==> src/rtl/ps2_key_decoder.sv <==
// PS/2 keyboard receiver and decoder: turns make codes for the arrow and enter keys
// into 2-bit game commands (00 up, 01 left, 10 right, 11 enter).
module ps2_key_decoder #(
    parameter int TIMEOUT_CYCLES = 200000,
    parameter int SYNC_STAGES    = 2
) (
    input  logic       clk,
    input  logic       rst,
    input  logic       ps2_clk,
    input  logic       ps2_data,
    output logic [1:0] key_code,
    output logic       key_valid,
    output logic [7:0] rx_byte,
    output logic       rx_byte_valid,
    output logic       frame_err
);
    localparam int CNT_W = (TIMEOUT_CYCLES > 2) ? $clog2(TIMEOUT_CYCLES) : 1;
    localparam logic [CNT_W-1:0] CNT_LAST = CNT_W'(TIMEOUT_CYCLES - 1);

    typedef enum logic [1:0] {IDLE, DATA, PARITY, STOP} state_t;

    logic [SYNC_STAGES-1:0] clk_sync_reg;
    logic [SYNC_STAGES-1:0] data_sync_reg;
    logic                   prev_clk_reg;
    state_t                 state_reg;
    logic [2:0]             bit_cnt_reg;
    logic [7:0]             shift_reg;
    logic                   parity_reg;
    logic [CNT_W-1:0]       timeout_cnt_reg;
    logic                   good_reg;
    logic                   ext_reg;
    logic                   brk_reg;
    logic [1:0]             key_code_reg;
    logic                   key_valid_reg;
    logic [7:0]             rx_byte_reg;
    logic                   rx_byte_valid_reg;
    logic                   frame_err_reg;

    logic       sync_clk;
    logic       sync_data;
    logic       fall;
    logic       match;
    logic [1:0] code;

    assign sync_clk  = clk_sync_reg[SYNC_STAGES-1];
    assign sync_data = data_sync_reg[SYNC_STAGES-1];
    assign fall      = prev_clk_reg & ~sync_clk;

    // Lookup of the completed byte; only meaningful when good_reg is set.
    always_comb begin
        match = 1'b0;
        code  = 2'b00;
        if (ext_reg) begin
            case (shift_reg)
                8'h75:   begin match = 1'b1; code = 2'b00; end
                8'h6B:   begin match = 1'b1; code = 2'b01; end
                8'h74:   begin match = 1'b1; code = 2'b10; end
                default: begin match = 1'b0; code = 2'b00; end
            endcase
        end else if (shift_reg == 8'h5A) begin
            match = 1'b1;
            code  = 2'b11;
        end
    end

    always_ff @(posedge clk) begin
        if (rst) begin
            clk_sync_reg      <= '1;
            data_sync_reg     <= '1;
            prev_clk_reg      <= 1'b1;
            state_reg         <= IDLE;
            bit_cnt_reg       <= 3'd0;
            shift_reg         <= 8'h00;
            parity_reg        <= 1'b0;
            timeout_cnt_reg   <= '0;
            good_reg          <= 1'b0;
            ext_reg           <= 1'b0;
            brk_reg           <= 1'b0;
            key_code_reg      <= 2'b00;
            key_valid_reg     <= 1'b0;
            rx_byte_reg       <= 8'h00;
            rx_byte_valid_reg <= 1'b0;
            frame_err_reg     <= 1'b0;
        end else begin
            clk_sync_reg  <= {clk_sync_reg[SYNC_STAGES-2:0], ps2_clk};
            data_sync_reg <= {data_sync_reg[SYNC_STAGES-2:0], ps2_data};
            prev_clk_reg  <= sync_clk;

            good_reg          <= 1'b0;
            key_valid_reg     <= 1'b0;
            rx_byte_valid_reg <= 1'b0;
            frame_err_reg     <= 1'b0;

            if (fall) begin
                timeout_cnt_reg <= '0;
                case (state_reg)
                    IDLE: begin
                        if (!sync_data) begin
                            state_reg   <= DATA;
                            bit_cnt_reg <= 3'd0;
                        end
                    end
                    DATA: begin
                        shift_reg   <= {sync_data, shift_reg[7:1]};
                        bit_cnt_reg <= bit_cnt_reg + 3'd1;
                        if (bit_cnt_reg == 3'd7)
                            state_reg <= PARITY;
                    end
                    PARITY: begin
                        parity_reg <= sync_data;
                        state_reg  <= STOP;
                    end
                    STOP: begin
                        state_reg <= IDLE;
                        if (sync_data && (^shift_reg ^ parity_reg)) begin
                            good_reg <= 1'b1;
                        end else begin
                            frame_err_reg <= 1'b1;
                            ext_reg       <= 1'b0;
                            brk_reg       <= 1'b0;
                        end
                    end
                    default: state_reg <= IDLE;
                endcase
            end else if (state_reg != IDLE) begin
                // A stalled partial frame is dropped so the next start bit resyncs cleanly.
                if (timeout_cnt_reg == CNT_LAST) begin
                    state_reg       <= IDLE;
                    timeout_cnt_reg <= '0;
                    frame_err_reg   <= 1'b1;
                    ext_reg         <= 1'b0;
                    brk_reg         <= 1'b0;
                end else begin
                    timeout_cnt_reg <= timeout_cnt_reg + CNT_W'(1);
                end
            end

            // shift_reg is stable here: no new fall can arrive one cycle after the stop bit.
            if (good_reg) begin
                rx_byte_reg       <= shift_reg;
                rx_byte_valid_reg <= 1'b1;
                if (shift_reg == 8'hE0) begin
                    ext_reg <= 1'b1;
                end else if (shift_reg == 8'hF0) begin
                    brk_reg <= 1'b1;
                end else begin
                    if (!brk_reg && match) begin
                        key_code_reg  <= code;
                        key_valid_reg <= 1'b1;
                    end
                    ext_reg <= 1'b0;
                    brk_reg <= 1'b0;
                end
            end
        end
    end

    assign key_code      = key_code_reg;
    assign key_valid     = key_valid_reg;
    assign rx_byte       = rx_byte_reg;
    assign rx_byte_valid = rx_byte_valid_reg;
    assign frame_err     = frame_err_reg;
endmodule

==> config.mk <==
export PLATFORM = sky130hd
export DESIGN_NAME = ps2_key_decoder
export DESIGN_NICKNAME = d
export VERILOG_FILES = /design/src/rtl/ps2_key_decoder.sv
export SDC_FILE = /design/constraint.sdc
export NUM_CORES = 1
export LEC_CHECK = 0
export ABC_AREA = 1
export BUFFER_PORTS_ARGS = -buffer_cell sky130_fd_sc_hd__buf_2
export CAP_MARGIN = 15
export CORE_ASPECT_RATIO = 0.9
export CORE_MARGIN = 2
export CORE_UTILIZATION = 54
export CTS_BUF_LIST = sky130_fd_sc_hd__clkbuf_16
export DETAILED_ROUTE_END_ITERATION = 10
export PLACE_DENSITY = 0.82
export SLEW_MARGIN = 30
export SYNTH_ARGS = -nofsm -noshare
export SYNTH_HDL_FRONTEND = slang
export SYNTH_SLANG_ARGS = --single-unit
export TNS_END_PERCENT = 50
==> constraint.sdc <==
create_clock -name clk -period 1.8 [get_ports clk]
set_clock_uncertainty 0.2 [all_clocks]
set_input_delay 0.09 -clock clk [delete_from_list [all_inputs] [get_ports clk]]
set_output_delay 0.09 -clock clk [all_outputs]
set_load 0.02 [all_outputs]
==> flow_summary.ini <==
[synth]
ys_types = 36
synth_area_sq_um = 2600
ys_seq_elements = 53
synthArstFlopShare_pct = 0
netlist.area_leader.share_pct = 40.8
synth_top_cell_by_area = dfxtp_1
syn_avg_cell_area_sq_um = 7.93
synth_nets = 351
synthTopCellsByArea = dfxtp_1 41%, ha_1 9.1%, nand2_1 6.8%, a21oi_1 6.2%, inv_1 5.9%
ys_warn_count = 0
synth-edff-count = 0
synth_seq_area_share_pct = 40.8
syn_inst = 328
synth_ff_type = dfxtp_1

[finish]
largest_reg_flops = 18
num-fill-cells = 355
syn2layout_area_growth_pct = 20.9
post-route-cell-area_sq_um = 3140
finalNonFillerCells = 423
drive_above_1_share_pct = 24.4
antenna_cells = 0
nNetsFinal = 383
fin_util_pct = 69.2

[die]
die_h_um = 69.8
pin_count = 17
die_width_um = 77.1
start_util_pct = 57.2
core-area_sq_um = 4550
rows = 23
fp.dieArea_sq_um = 5390

[route]
first_pass_iters = 4
drt_first_iter_violations = 105
detail_route.vias_per_cell = 5.24
wirelength_mm = 5.54
drc = 0
ant_nets = 0
wl_per_cell_um = 13.1
dr_total_vias = 2215

[worst_setup_path]
slowest_stage = dfxtp_1
crit_type = reg -> reg
cpPeakStageDelay_ns = 0.34
path_delay_family = simple AND/OR/NAND/NOR gates
critPathRequiredTime_ns = 1.79
crit_top_cell = nand2_1
endpoint_kind = flip-flop
path_cells = inv_1, ha_1, inv_4, nand4_2, nor2_4, nand2_1, nand2_4, inv_2, nand2_1, a21oi_1
path_buf_inv = 3
startpoint_type = flip-flop
cp.arrival_ns = 1.74
path_max_fanout = 5

[power]
power_density_nw_per_um2 = 754
p_leak_nw = 1.36
total_power_mw = 2.37
vdd_drop_max_uv = 677

[timing]
slew_violations = 0
setup_viol = 0
setup_ws_ns = 0.0460
worstMarginPinSlew_ns = 0.342
setup_tns_ns = 0
period_share_pct = 97.4
finalHoldViolCount = 0
hold_slack_ns = 0.215
rsz0062_at_grt = yes
clock.fmax_mhz = 570
relSlewSlack_pct = 77.1
post-route-min-period_ns = 1.75

[cts]
cts.sinks = 53
root_buffer = clkbuf_16
cts_tree = yes
cts_buffer_depth = 2
cts-htree-levels = 2
clk_latency_ns = 0.29
cts-buffers-inserted = 5
clk_pin_slew_worst_paths_ns = 0.07

[placed_design]
place_area_sq_um = 2800
pre_cts_ws_ns = -0.0314
gp_congestion = 0.939
dp_hpwl_mm = 3.73
place_inst = 408
port_buffers = 16

[hold_path]
hp-class = reg -> reg

[job]
max_cap_viol_count = 0

[grt]
grt_usage_pct = 20.2
grt_overflow = 0
grt_pass1_vias = 2020
grt_max_degree = 20
antenna_found_initial = 0
grt_pass1_wl_mm = 8.82

[status]
outcome = finished clean
-- per-layer routing --
metal	vias up	GRT usage (%)	routed length, um
met2	65	30.9	2560
met4	0	6.94	75
li1	1134	-	-
met3	8	6.38	321
met1	1008	26.8	2580
met5	-	0	0
-- path summary, 6_finish.rpt --
kind	from	to	slack (ns)	cells past startpoint
worst max-delay path	state_reg[1]	timeout_cnt_reg[9]	0.05	10
worst min register to register	data_sync_reg[0]	data_sync_reg[1]	0.21	1
worst min-delay path	data_sync_reg[0]	data_sync_reg[1]	0.21	1
worst max register to register	state_reg[1]	timeout_cnt_reg[9]	0.05	10
-- where the power goes --
part           switching [mW]  internal, mW
Sequential            0.00545          1.18
Clock                   0.439         0.658
Combinational          0.0501        0.0388
-- layout by cell type (no fill, tap or decap), types with 2 or more instances in the layout --
cell type / Yosys / routed
dfxtp_1: 53 / 46
nand2_1: 47 / 44
inv_1: 41 / 35
a21oi_1: 32 / 32
nor2_1: 29 / 28
o21ai_0: 26 / 23
buf_2: 2 / 16
ha_1: 19 / 15
nand3_1: 14 / 12
buf_4: 0 / 10
nor3_1: 9 / 8
inv_2: 2 / 7
nand4_1: 6 / 6
nand2_2: 3 / 6
dfxtp_2: 0 / 6
or2_2: 5 / 5
clkbuf_16: 0 / 5
xor2_1: 5 / 4
o21ai_1: 1 / 4
ha_4: 0 / 4
dlygate4sd3_1: 0 / 4
nor2_2: 2 / 3
nand4_2: 3 / 3
nor2_4: 3 / 3
nor3_2: 2 / 3
nand3_2: 1 / 3
inv_4: 1 / 2
nand2_4: 2 / 2
and3_1: 2 / 2
a31oi_1: 2 / 2
nor3b_1: 2 / 2
o21a_1: 2 / 2
buf_12: 0 / 2
-- repair_timing --
action,in CTS,in global routing
hold endpoints to repair,10,0
setup endpoints to repair,4,19
resized for setup,5,25
setup buffers,0,3
hold buffers,4,0
pin swaps,0,6
-- logic make-up (layout without fill, tap and decap cells) --
| logic type | count (synthesis) | in the layout | synth area share, % |
|---|---|---|---|
| fa+ha+maj | 19 | 19 | 9.14 |
| flops | 53 | 53 | 40.8 |
| simple gates | 136 | 136 | 27.8 |
| buf+inv | 51 | 84 | 7.84 |
| compound gates | 63 | 63 | 12.4 |
| xor+xnor | 6 | 6 | 2.02 |
-- cells in the mapped netlist, types with 3 or more instances --
| cell type | n |
|---|---|
| nand3_1 | 14 |
| nor3_1 | 9 |
| nor2_4 | 3 |
| or2_2 | 5 |
| inv_1 | 41 |
| o21ai_0 | 26 |
| ha_1 | 19 |
| dfxtp_1 | 53 |
| xor2_1 | 5 |
| a21oi_1 | 32 |
| nor2_1 | 29 |
| nand4_1 | 6 |
| nand4_2 | 3 |
| nand2_2 | 3 |
| nand2_1 | 47 |
| clkbuf_1 | 4 |
-- layout make-up --
cell class	instances	area, sq um	share of cell area (%)
multi-input combinational	224	1420	45.1
sequential	53	1070	34.1
timing repair buffer	32	235	7.48
inverter	44	170	5.41
clock buffer	5	125	3.98
tap	62	77.6	2.47
clock inverter	3	46.3	1.47
No activity file was read; power rests on OpenSTA's default activity.
